$ cat config.mk
export PLATFORM = sky130hd
export DESIGN_NAME = local_clock_adj
export DESIGN_NICKNAME = d
export VERILOG_FILES = /design/src/rtl/local_clock_adj.sv
export SDC_FILE = /design/constraint.sdc
export NUM_CORES = 1
export LEC_CHECK = 0
export ABC_AREA = 1
export CAP_MARGIN = 20
export CELL_PAD_IN_SITES_DETAIL_PLACEMENT = 0
export CELL_PAD_IN_SITES_GLOBAL_PLACEMENT = 1
export CORE_ASPECT_RATIO = 2
export CORE_MARGIN = 2
export CORE_UTILIZATION = 40
export DETAILED_ROUTE_END_ITERATION = 10
export PLACE_DENSITY_LB_ADDON = 0.3
export REMOVE_ABC_BUFFERS = 1
export SETUP_SLACK_MARGIN = 0.3
export SYNTH_ARGS = -nofsm -noshare
export SYNTH_HDL_FRONTEND = slang
export SYNTH_SLANG_ARGS = --single-unit
$ cat constraint.sdc
create_clock -name clk -period 7.37 [get_ports clk]
set_input_delay 1.1055 -clock clk [delete_from_list [all_inputs] [get_ports clk]]
set_output_delay 1.1055 -clock clk [all_outputs]
set_load 0.05 [all_outputs]
$ cat src/rtl/local_clock_adj.sv
// local_clock_adj: picosecond time-of-day counter with fractional rate trim,
// absolute set, offset steps, per-channel timestamp capture and wrap pulse.
// Optional feature macro: LOCAL_CLOCK_SLEW_EN (slewed offset steps). When it
// is undefined, an accepted step is applied whole in the acceptance cycle.
module local_clock_adj #(
  parameter int unsigned     CLOCK_PERIOD_PS = 8000,
  parameter int unsigned     TIMESTAMP_WIDTH = 59,
  parameter int unsigned     FRAC_WIDTH      = 16,
  parameter int unsigned     RATE_WIDTH      = 24,
  parameter int unsigned     MAX_SLEW_PS     = 1000,
  parameter int unsigned     NUM_CAPTURE     = 4,
  parameter longint unsigned RESET_VALUE     = 64'd1000000000000
) (
  input  logic                                   clk,
  input  logic                                   reset,
  output logic [TIMESTAMP_WIDTH-1:0]             local_clock,
  input  logic                                   set_valid,
  input  logic [TIMESTAMP_WIDTH-1:0]             set_value,
  input  logic                                   step_valid,
  output logic                                   step_ready,
  input  logic [TIMESTAMP_WIDTH-1:0]             step_value,
  input  logic                                   rate_valid,
  input  logic [RATE_WIDTH-1:0]                  rate_value,
  input  logic [NUM_CAPTURE-1:0]                 cap_req,
  output logic [NUM_CAPTURE-1:0]                 cap_valid,
  output logic [NUM_CAPTURE*TIMESTAMP_WIDTH-1:0] cap_ts,
  output logic                                   wrap
);

  localparam int unsigned TW = TIMESTAMP_WIDTH;
  localparam int unsigned FW = FRAC_WIDTH;
  localparam int unsigned AW = TW + FW;
  // Two guard bits: bit AW is the forward carry, bit AW+1 the sign of a
  // backward move, so a negative step never masquerades as a wrap.
  localparam int unsigned SW = AW + 2;

  localparam logic [TW-1:0] RESET_TS = TW'(RESET_VALUE);
  localparam logic [SW-1:0] NOM_INC  = SW'(CLOCK_PERIOD_PS) << FW;

  logic [AW-1:0]                acc;
  logic signed [RATE_WIDTH-1:0] rate_reg;
  logic signed [TW-1:0]         applied;
  logic [SW-1:0]                delta;
  logic [SW-1:0]                sum;
  logic                         step_fire;

  assign local_clock = acc[AW-1:FW];
  assign step_fire   = step_valid & step_ready;

`ifdef LOCAL_CLOCK_SLEW_EN
  typedef enum logic {IDLE, SLEW} state_t;

  localparam logic signed [TW-1:0] SLEW_MAX = TW'(MAX_SLEW_PS);
  localparam logic signed [TW-1:0] SLEW_MIN = -SLEW_MAX;

  state_t               state;
  logic signed [TW-1:0] residual;

  assign step_ready = (state == IDLE);

  // Clamp the outstanding offset to the per-cycle slew limit.
  always_comb begin
    applied = '0;
    if (state == SLEW) begin
      if (residual > SLEW_MAX)      applied = SLEW_MAX;
      else if (residual < SLEW_MIN) applied = SLEW_MIN;
      else                          applied = residual;
    end
  end

  // Step FSM: set and reset both discard any outstanding residual.
  always_ff @(posedge clk) begin
    if (reset) begin
      state    <= IDLE;
      residual <= '0;
    end else if (set_valid) begin
      state    <= IDLE;
      residual <= '0;
    end else begin
      case (state)
        IDLE: begin
          if (step_fire && (step_value != '0)) begin
            residual <= step_value;
            state    <= SLEW;
          end
        end
        SLEW: begin
          residual <= residual - applied;
          if (residual == applied) state <= IDLE;
        end
        default: state <= IDLE;
      endcase
    end
  end
`else
  assign step_ready = 1'b1;

  // Without slewing, an accepted step lands in full in its own cycle.
  always_comb begin
    applied = '0;
    if (step_fire) applied = step_value;
  end
`endif

  // Signed per-cycle advance: nominal period + rate trim + step offset.
  always_comb begin
    delta = NOM_INC
          + {{(SW-RATE_WIDTH){rate_reg[RATE_WIDTH-1]}}, rate_reg}
          + ({{(SW-TW){applied[TW-1]}}, applied} << FW);
    sum   = {2'b00, acc} + delta;
  end

  // Time accumulator, rate register, wrap pulse and capture channels.
  always_ff @(posedge clk) begin
    if (reset) begin
      acc       <= {RESET_TS, {FW{1'b0}}};
      rate_reg  <= '0;
      wrap      <= 1'b0;
      cap_valid <= '0;
      cap_ts    <= '0;
    end else begin
      if (rate_valid) rate_reg <= rate_value;
      if (set_valid) begin
        acc  <= {set_value, {FW{1'b0}}};
        wrap <= 1'b0;
      end else begin
        acc  <= sum[AW-1:0];
        wrap <= (sum[SW-1:AW] == 2'b01);
      end
      cap_valid <= cap_req;
      for (int unsigned i = 0; i < NUM_CAPTURE; i++) begin
        if (cap_req[i]) cap_ts[i*TW +: TW] <= local_clock;
      end
    end
  end

endmodule

Yosys cells after proc, flatten, opt, wreduce, memory -nomap -nowiden
Index checks and enable logic that the tools add are counted.
Widths: inputs -> output; s select.
{ "word_totals": {"latch_bits": 0, "in_bits": 151, "out_inout_bits": 301, "memories": 0, "ram_bits": 0, "regBits": 340, "romBits": 0} }
{ "classes": {"reduce_logical": 1, "n_shift": 0, "div": 0, "n_eq_ne": 1, "bitwise_logic": 0, "mul": 0, "addsub": 3, "n_mux": 2, "order_cmp": 0} }
{ "op_table": {"columns": ["operator", "n"], "rows": [
  ["$add 76x76->77", 1],
  ["$add 31x75->76", 1],
  ["$mux 75", 1],
  ["$mux 59", 1],
  ["$add 30x24->31 const A", 1],
  ["$eq 2x1->1 const B", 1],
  ["$reduce_or 2->1", 1]
]} }

Depth between registers and ports, before layout
Gate-level depths: netlist (run 1).
{ "logic_depth": {"word_depth": 4, "mapped_depth": 23} }

Least setup slack after synthesis (run 1)
No wires, ideal clock.
{ "synth_timing": {"path_kind": "reg2reg", "startpoint": "reg rate_reg[23]", "endpoint": "reg acc[51]", "setup_time_ns": 0.115, "arrival_time_ns": 4.501, "setup_slack_ns": 2.754, "required_time_ns": 7.255, "stages_incl_launch_ff": 16, "cell_sequence": "dfxtp_1 > inv_1 > fa_1 > inv_1 > fa_1 > ha_1 > nand2_1 > nand2_1 > a21oi_1 > nand2_1 > a21oi_1 > inv_1 > a21oi_1 > nand3b_1 > nand3_1 > nand2_1"} }
{ "synth_between": {"elab_chain_cells": 4} }
{ "synth_rtl": {"columns": ["element", "line", "source"], "rows": [
  ["start, declared", "41", "logic signed [RATE_WIDTH-1:0] rate_reg;"],
  ["start signal, assigned", "122", "if (rate_valid) rate_reg <= rate_value;"],
  ["$add 30x24->31", "108", "+ {{(SW-RATE_WIDTH){rate_reg[RATE_WIDTH-1]}}, rate_reg}"],
  ["$add 31x75->76", "109", "+ ({{(SW-TW){applied[TW-1]}}, applied} << FW);"],
  ["$add 76x76->77", "110", "sum = {2'b00, acc} + delta;"],
  ["$mux 75", "123", "if (set_valid) begin"],
  ["end signal, assigned", "116", "acc <= {RESET_TS, {FW{1'b0}}};"],
  ["end signal, assigned", "124", "acc <= {set_value, {FW{1'b0}}};"],
  ["end signal, assigned", "127", "acc <= sum[AW-1:0];"],
  ["end, declared", "40", "logic [AW-1:0] acc;"]
]} }
Every way passes these cells.
A chain may end at the register's enable or synchronous reset.

Final worst setup path (run 1)
{ "layout_timing": {"startpoint": "in step_valid", "endpoint": "reg acc[66]"} }
{ "layout_between": {"elab_chain_cells": 4} }
{ "layout_rtl": {"columns": ["element", "line", "source"], "rows": [
  ["start, declared", "19", "input logic step_valid,"],
  ["$mux 59", "101", "if (step_fire) applied = step_value;"],
  ["$add 31x75->76", "109", null],
  ["$add 76x76->77", "110", null],
  ["$mux 75", "123", null]
]} }
Every way passes these cells.

==> results.toml, run 1 <==
[run_status]
status = "complete, no violations"

[sta]
finClkSkew_ns = 0.03057
whs_ns = 0.4702
rsz0062_at_grt = "no"
timing.slew.headroom_pct = 34.36
fin_crit_sh_pct = 67.33
setup_viol = 0
final.min_clock_period_ns = 4.962
slew_violations = 0
tightest_slew_ns = 0.9835
max_freq_ghz = 0.2015
finalSetupTns_ns = 0
hold_viol = 0

[floorplanning]
die-area_mm2 = 0.05568
die_w_um = 167.9
row_count = 120
io_pins = 452
start_util_pct = 40.30
core_mm2 = 0.05330
die_h_um = 331.7

[synthesis]
ys.warnings.count = 0
ys_types = 41
synth_mux_area_share_pct = 0
synth_top_family_by_area = "simple AND/OR/NAND/NOR gates"
netlist_area_mm2 = 0.02148
ys_seq_area_share_pct = 31.69
synth_top_area_share_pct = 31.69
synth_area_per_cell_um2 = 6.902
synth_seq_cells = 340
synth_top_cell_by_area = "dfxtp_1"
synth_fa_ha_area_share_pct = 15.24
synth_xor_area_share_pct = 0.8156
syn_inst = 3112
synth_simple_gate_area_share_pct = 23.69
ys_top_cells_by_area = "dfxtp_1 (32%), nand2_1 (12%), ha_1 (9.6%)"
synth_compound_area_share_pct = 15.71

[worst_setup_path]
r2r_end = "acc[51]"
cp.required_ns = 7.89
critPathKind = "primary input to flip-flop"
rrSetupSlack_ns = 3.15
arrival_ns = 5.48
crit_path_max_fanout = 35
start_kind = "primary input"
startpoint = "step_valid"
endpoint = "acc[66]"
critPathCaptureType = "flip-flop"
ff2ff_path_depth = 16
regToRegStartpoint = "rate_reg[23]"

[clocking]
cts_resized = 0
clockBufferDepth = 3
clock-sinks = 340
cts_buffers = 31
path_clk_slew_ns = 0.07
clk_latency_ns = 0.62
cts_tree = "built"
postCtsSetupBuffers = 0
htreeDepth = 1
cts_hold_buf = 0
root_buffer = "clkbuf_16"

[place]
dp_hpwl_mm = 67.55
gp_congestion = 0.9645
io_buffers = 450

[route]
drt_pass1_iterations = 5
drt_iter0_drc = 1104
route.met2.wl_mm = 47.23
drcViolationCount = 0
met1Wirelength_mm = 28.03
wl_mm = 82.99
wl_met3_mm = 3.396
routed_via_density = 5.062
ant_nets = 0
wl_per_cell_um = 20.06
num_vias = 20940
top_layer = "met5"

[run]
max_cap_violations = 0

[finish]
nFillCells = 5446
num-nets-final = 3820
antenna_cells = 0
largest_register_ffs = 236
syn2layout_area_growth_pct = 26.19
finish.utilization_pct = 50.85
layout-drive-gt1-share_pct = 5.972
final_cell_mix = "nand2_1 (667), inv_1 (486), clkdlybuf4s50_1 (444)"
final_common_cell = "nand2_1"

[worst_hold_path]
holdCritPathClass = "flip-flop to flip-flop"

[global_route]
grt.total_usage_pct = 29.29
antenna_found_initial = 1
grt.overflow.total = 0
first_global_vias = 21620
grt_pass1_wl_mm = 124.9
grt_max_degree = 149

[power]
p_leak_nw = 13.26
irDropWorstVdd_v = 0.0002937
powerDensity_mw_per_mm2 = 322.8
worst max-delay path, cell delays in order:
cell     delay, ns
buf_2         0.57
buf_4         0.44
nand2_1       0.08
inv_1         0.08
fa_1          0.43
ha_1          0.31
ha_1          0.40
nand2_1       0.24
inv_1         0.06
a21oi_1       0.38
nor2_1        0.12
nor2_1        0.31
nand2_1       0.09
a21oi_1       0.44
nand2_1       0.10
nand2_1       0.08
nand3_1       0.08
nand2_1       0.09
inv_1         0.03
report_power, final:
part           switching, mW  internal (mW)
logic                   3.38           1.46
clock network          0.752          0.906
registers              0.172           2.09
total                   4.30           4.45
cell type report:
| type | count | area (µm²) | share of cell area (%) |
|---|---|---|---|
| clock buffer | 46 | 892.1 | 3.291 |
| inverter | 504 | 1897 | 6.998 |
| sequential | 340 | 6807 | 25.11 |
| clock inverter | 9 | 116.4 | 0.4293 |
| multi-input combinational | 2099 | 11910 | 43.95 |
| timing repair buffer | 468 | 4639 | 17.12 |
| tap | 671 | 839.6 | 3.098 |
cell families (layout without fill, tap and decap cells):
logic type      Yosys count  after routing
compound gates          658            658
xor+xnor                 20             20
fa+ha+maj               225            225
buf+inv                 673           1027
flops                   340            340
other cells               1              1
simple gates           1195           1195
cells in the mapped netlist (all sizes together):
master,count
nor3,17
nor2,343
nor3b,1
inv,502
nand3b,4
ha,164
clkinv,2
a21boi,2
a31oi,4
xnor2,5
nand4,11
o21ai,331
xor2,15
buf,66
dfxtp,340
nand3,89
nand2,717
fa,61
conb,1
a21o,1
a21oi,305
clkbuf,103
and2,3
or2,6
nor4,4
o21bai,12
o21a,3
through the flow:
stage	area [µm²]	setup slack, ns	cells	total power, mW
finish	27100	2.408	4137	8.750
detailed placement	26070	1.799	4081	7.140
global route	27100	2.296	4137	9.305
CTS	27080	2.462	4136	8.822
global placement	26070	1.840	4081	7.117
floorplan	20610	2.564	2943	5.406
routing by layer:
metal | vias to the layer above | global-route usage, %
li1 | 10390 | -
met1 | 9783 | 27.83
met2 | 593 | 60.24
met3 | 169 | 3.515
met4 | 2 | 13.91
met5 | - | 0
how the worst min path moves through the flow:
| stage | cells after the start | slack (ns) | start | to |
|---|---|---|---|---|
| 3_5_place_dp | 2 | 0.47 | rate_reg[22] | rate_reg[22] |
| 3_3_place_gp | 2 | 0.46 | rate_reg[22] | rate_reg[22] |
| 4_1_cts | 2 | 0.48 | rate_reg[22] | rate_reg[22] |
| 2_1_floorplan | 2 | 0.44 | rate_reg[22] | rate_reg[22] |
| 6_report | 2 | 0.47 | rate_reg[22] | rate_reg[22] |
| 5_1_grt | 2 | 0.50 | rate_reg[22] | rate_reg[22] |
Note: power is estimated with default switching activity, not from simulation.
==> run 2, diff against run 1 <==
Settings changed: CORE_UTILIZATION 40 to 33.
Clock period 7.37 ns to 4.5 ns, I/O delays scaled along.
==> results.toml, run 2 (synthesis results as in run 1) <==
[sta]
max_freq_ghz = 0.2572
tightest_slew_ns = 0.8853
slew_violations = 0
finClkSkew_ns = 0.02046
hold_viol = 0
rsz0062_at_grt = "no"
timing.slew.headroom_pct = 40.76
final.min_clock_period_ns = 3.889
setup_viol = 0
fin_crit_sh_pct = 86.42

[global_route]
grt_max_degree = 114
grt.total_usage_pct = 24.47
antenna_found_initial = 5
grt_pass1_wl_mm = 124.3
grt.overflow.total = 0
first_global_vias = 21110

[clocking]
root_buffer = "clkbuf_16"
cts_resized = 0
path_clk_slew_ns = 0.07
clockBufferDepth = 3
cts_tree = "built"
clk_latency_ns = 0.56
cts_buffers = 34
postCtsSetupBuffers = 0
cts_hold_buf = 0
clock-sinks = 340
htreeDepth = 2

[worst_setup_path]
critPathBufInv = 6
start_kind = "flip-flop"
critPathMaxStageDelay_ns = 0.54
critPathKind = "flip-flop to flip-flop"
path_cells = "inv_2, buf_12, ha_1, fa_1, inv_1, ha_1, nand2_2, inv_1, a21oi_1, nand2_1, a21oi_1, a31oi_1, o21ai_0, buf_4, inv_1"
crit_path_max_fanout = 38
path_common_cell = "inv_1"
cp_slowest_cell = "fa_1"
arrival_ns = 4.34
critPathCaptureType = "flip-flop"
critPathTopFamily = "adder cells"
cp.required_ns = 4.95

[worst_hold_path]
holdCritPathClass = "flip-flop to flip-flop"

[finish]
num-nets-final = 3852
layout-drive-gt1-share_pct = 7.029
final_cell_mix = "nand2_1 (667), inv_1 (486), clkdlybuf4s50_1 (443)"
syn2layout_area_growth_pct = 29.52
largest_register_ffs = 236
fin_area_mm2 = 0.02782
final_common_cell = "nand2_1"

[run_status]
status = "complete, no violations"

[floorplanning]
die-area_mm2 = 0.06727
die_w_um = 184.4
start_util_pct = 33.26
die_h_um = 364.8
row_count = 132
io_pins = 452
core_mm2 = 0.06458

[route]
drcViolationCount = 0
wl_mm = 82.81
num_vias = 20660
drt_pass1_iterations = 5
routed_via_density = 4.723
ant_nets = 0
drt_iter0_drc = 880
wl_per_cell_um = 18.93

[power]
powerDensity_mw_per_mm2 = 528.6
report.power.total_mw = 14.70
p_leak_nw = 13.52
irDropWorstVdd_v = 0.0003436

[place]
gp_congestion = 0.9657
dpl_cell_area_mm2 = 0.02661
dp_hpwl_mm = 66.75
io_buffers = 450

[run]
max_cap_violations = 0
run 2: per-stage QoR:
step	std cells	hold WS (ns)	utilization, %	worst slack (ns)	setup TNS, ns
after floorplan	2943	0.4393	-	-0.1506	-2.328
after global placement	4310	0.4530	41.20	0.08683	0
after detailed placement	4310	0.4602	41.20	0.09499	0
after CTS	4370	0.4710	43.01	0.6040	0
after global routing	4375	0.4916	43.08	0.3832	0
final	4375	0.4652	43.08	0.6113	0
run 2: final cells by class:
class	count	area [µm²]
clock buffer	51	1059
sequential	340	6807
tap	871	1090
fill	6929	36760
multi-input combinational	2099	11920
antenna	4	10.01
clock inverter	9	110.1
timing repair buffer	497	4927
inverter	504	1899
run 2: metal layers:
metal,vias up,global-route usage (%),wire length [µm]
li1,10470,-,-
met1,9511,24.78,29820
met2,550,48.64,45500
met3,134,3.418,3812
met4,2,10.54,3654
met5,-,0,13
run 2: report_power, final:
part	internal, mW	switching [mW]	leakage (nW)
combinational	2.51	5.47	10.1
sequential	3.42	0.234	2.82
clock	1.75	1.32	0.578
total	7.68	7.02	13.5
run 2: final timing paths:
check,from,to,slack [ns],cells after the start
setup / recovery,rate_reg[23],acc[35],0.61,15
hold / removal,rate_reg[22],rate_reg[22],0.47,2
hold reg to reg,rate_reg[22],rate_reg[22],0.47,2
setup reg to reg,rate_reg[23],acc[35],0.61,15
run 2: tightest hold or removal path: stages (launching register included):
cell	delay, ns
dfxtp_1	0.30
inv_1	0.06
a21oi_1	0.06
==> run 3, diff against run 2 <==
Settings changed: CORE_MARGIN 2 to default.
==> results.toml, run 3 (synthesis results as in run 1) <==
[worst_hold_path]
holdPathStages = 2
hp-start = "rate_reg[22]"
holdCritPathClass = "flip-flop to flip-flop"
hold-path-endpoint = "rate_reg[22]"

[global_route]
first_global_vias = 21250
grt.overflow.total = 0
grt.total_usage_pct = 25.04
antenna_found_initial = 8
grt_max_degree = 130
grt_pass1_wl_mm = 124.6

[place]
gp_congestion = 0.9937
dp_hpwl_mm = 66.76
post-place-cells = 4303
place_ws_ns = 0.2026
io_buffers = 450

[power]
powerDensity_mw_per_mm2 = 527.1
irDropWorstVdd_v = 0.0003912
p_leak_nw = 13.46

[sta]
setup_viol = 0
fin_crit_sh_pct = 87.96
whs_ns = 0.4716
finalSetupTns_ns = 0
finClkSkew_ns = 0.02575
max_freq_ghz = 0.2526
layout_setup_ws_ns = 0.5419
timing.slew.headroom_pct = 35.94
slew_violations = 0
hold_viol = 0
rsz0062_at_grt = "no"
final.min_clock_period_ns = 3.958
tightest_slew_ns = 0.9573

[run]
max_cap_violations = 0

[worst_setup_path]
regToRegStartpoint = "rate_reg[23]"
start_kind = "flip-flop"
cp.required_ns = 4.95
rrSetupSlack_ns = 0.54
critPathKind = "flip-flop to flip-flop"
crit_path_max_fanout = 31
critPathCaptureType = "flip-flop"
arrival_ns = 4.41
r2r_end = "acc[63]"
ff2ff_path_depth = 17

[clocking]
root_buffer = "clkbuf_16"
clock-sinks = 340
cts_resized = 0
cts_tree = "built"
path_clk_slew_ns = 0.06
clockBufferDepth = 3
cts_hold_buf = 0
clk_latency_ns = 0.56
postCtsSetupBuffers = 0
cts_buffers = 35
htreeDepth = 2

[finish]
final_common_cell = "nand2_1"
largest_register_ffs = 236
syn2layout_area_growth_pct = 29.03
finish.utilization_pct = 42.92
instances_no_fill = 4373
layout-drive-gt1-share_pct = 6.836
num-nets-final = 3846
final_cell_mix = "nand2_1 (667), inv_1 (486), clkdlybuf4s50_1 (443)"

[route]
num_vias = 20730
drt_iter0_drc = 837
drcViolationCount = 0
routed_via_density = 4.739
wl_per_cell_um = 18.95
ant_nets = 0
drt_pass1_iterations = 5
wl_mm = 82.85

[floorplanning]
die-area_mm2 = 0.06617
io_pins = 452
start_util_pct = 33.26
core_mm2 = 0.06458
row_count = 132
die_h_um = 362.8
die_w_um = 182.4

[run_status]
status = "complete, no violations"
-- run 3: per-stage QoR --
step / instance area, µm² / power, mW
finish: 27710 / 14.61
global route: 27710 / 15.70
CTS: 27680 / 14.82
detailed placement: 26520 / 11.68
global placement: 26520 / 11.68
floorplan: 20610 / 8.854
-- run 3: area by class of cell --
cell class | instances | area (µm²)
tap | 871 | 1090
timing repair buffer | 490 | 4825
sequential | 340 | 6807
inverter | 504 | 1899
antenna | 6 | 15.01
multi-input combinational | 2099 | 11920
clock buffer | 53 | 1046
fill | 6878 | 36860
clock inverter | 10 | 113.9
-- run 3: worst max path at each step --
stage	startpoint	end	slack (ns)	depth (start not counted)
after floorplan	rate_reg[23]	acc[52]	-0.15	17
after global placement	step_value[27]	acc[65]	0.21	15
after detailed placement	step_value[27]	acc[65]	0.20	15
after CTS	rate_reg[23]	acc[52]	0.45	18
after global routing	rate_reg[23]	acc[63]	0.34	17
final	rate_reg[23]	acc[63]	0.54	17
-- run 3: where the power goes --
group | switching (mW) | internal [mW] | leakage, nW
Sequential | 0.269 | 3.42 | 2.82
Clock | 1.32 | 1.73 | 0.567
Combinational | 5.42 | 2.46 | 10.1
Total | 7.00 | 7.60 | 13.5
-- run 3: critical path, cell delays in order, from the launching register on --
cell,delay (ns)
dfxtp_1,0.32
inv_2,0.22
buf_12,0.26
ha_1,0.32
fa_1,0.54
inv_1,0.04
ha_1,0.34
nand2_1,0.13
nor2_2,0.17
inv_1,0.05
o21ai_0,0.39
nor2_1,0.09
nand2_1,0.31
nand2_1,0.18
nand3_1,0.12
nand3_1,0.16
nand2_1,0.10
inv_1,0.04
-- run 3: per-layer routing --
metal | wire length (µm) | GRT usage [%] | vias to the layer above
met3 | 3979 | 3.971 | 170
met2 | 45350 | 49.51 | 609
met5 | 12 | 0 | -
met1 | 29010 | 24.40 | 9496
li1 | - | - | 10450
met4 | 4500 | 13.18 | 2
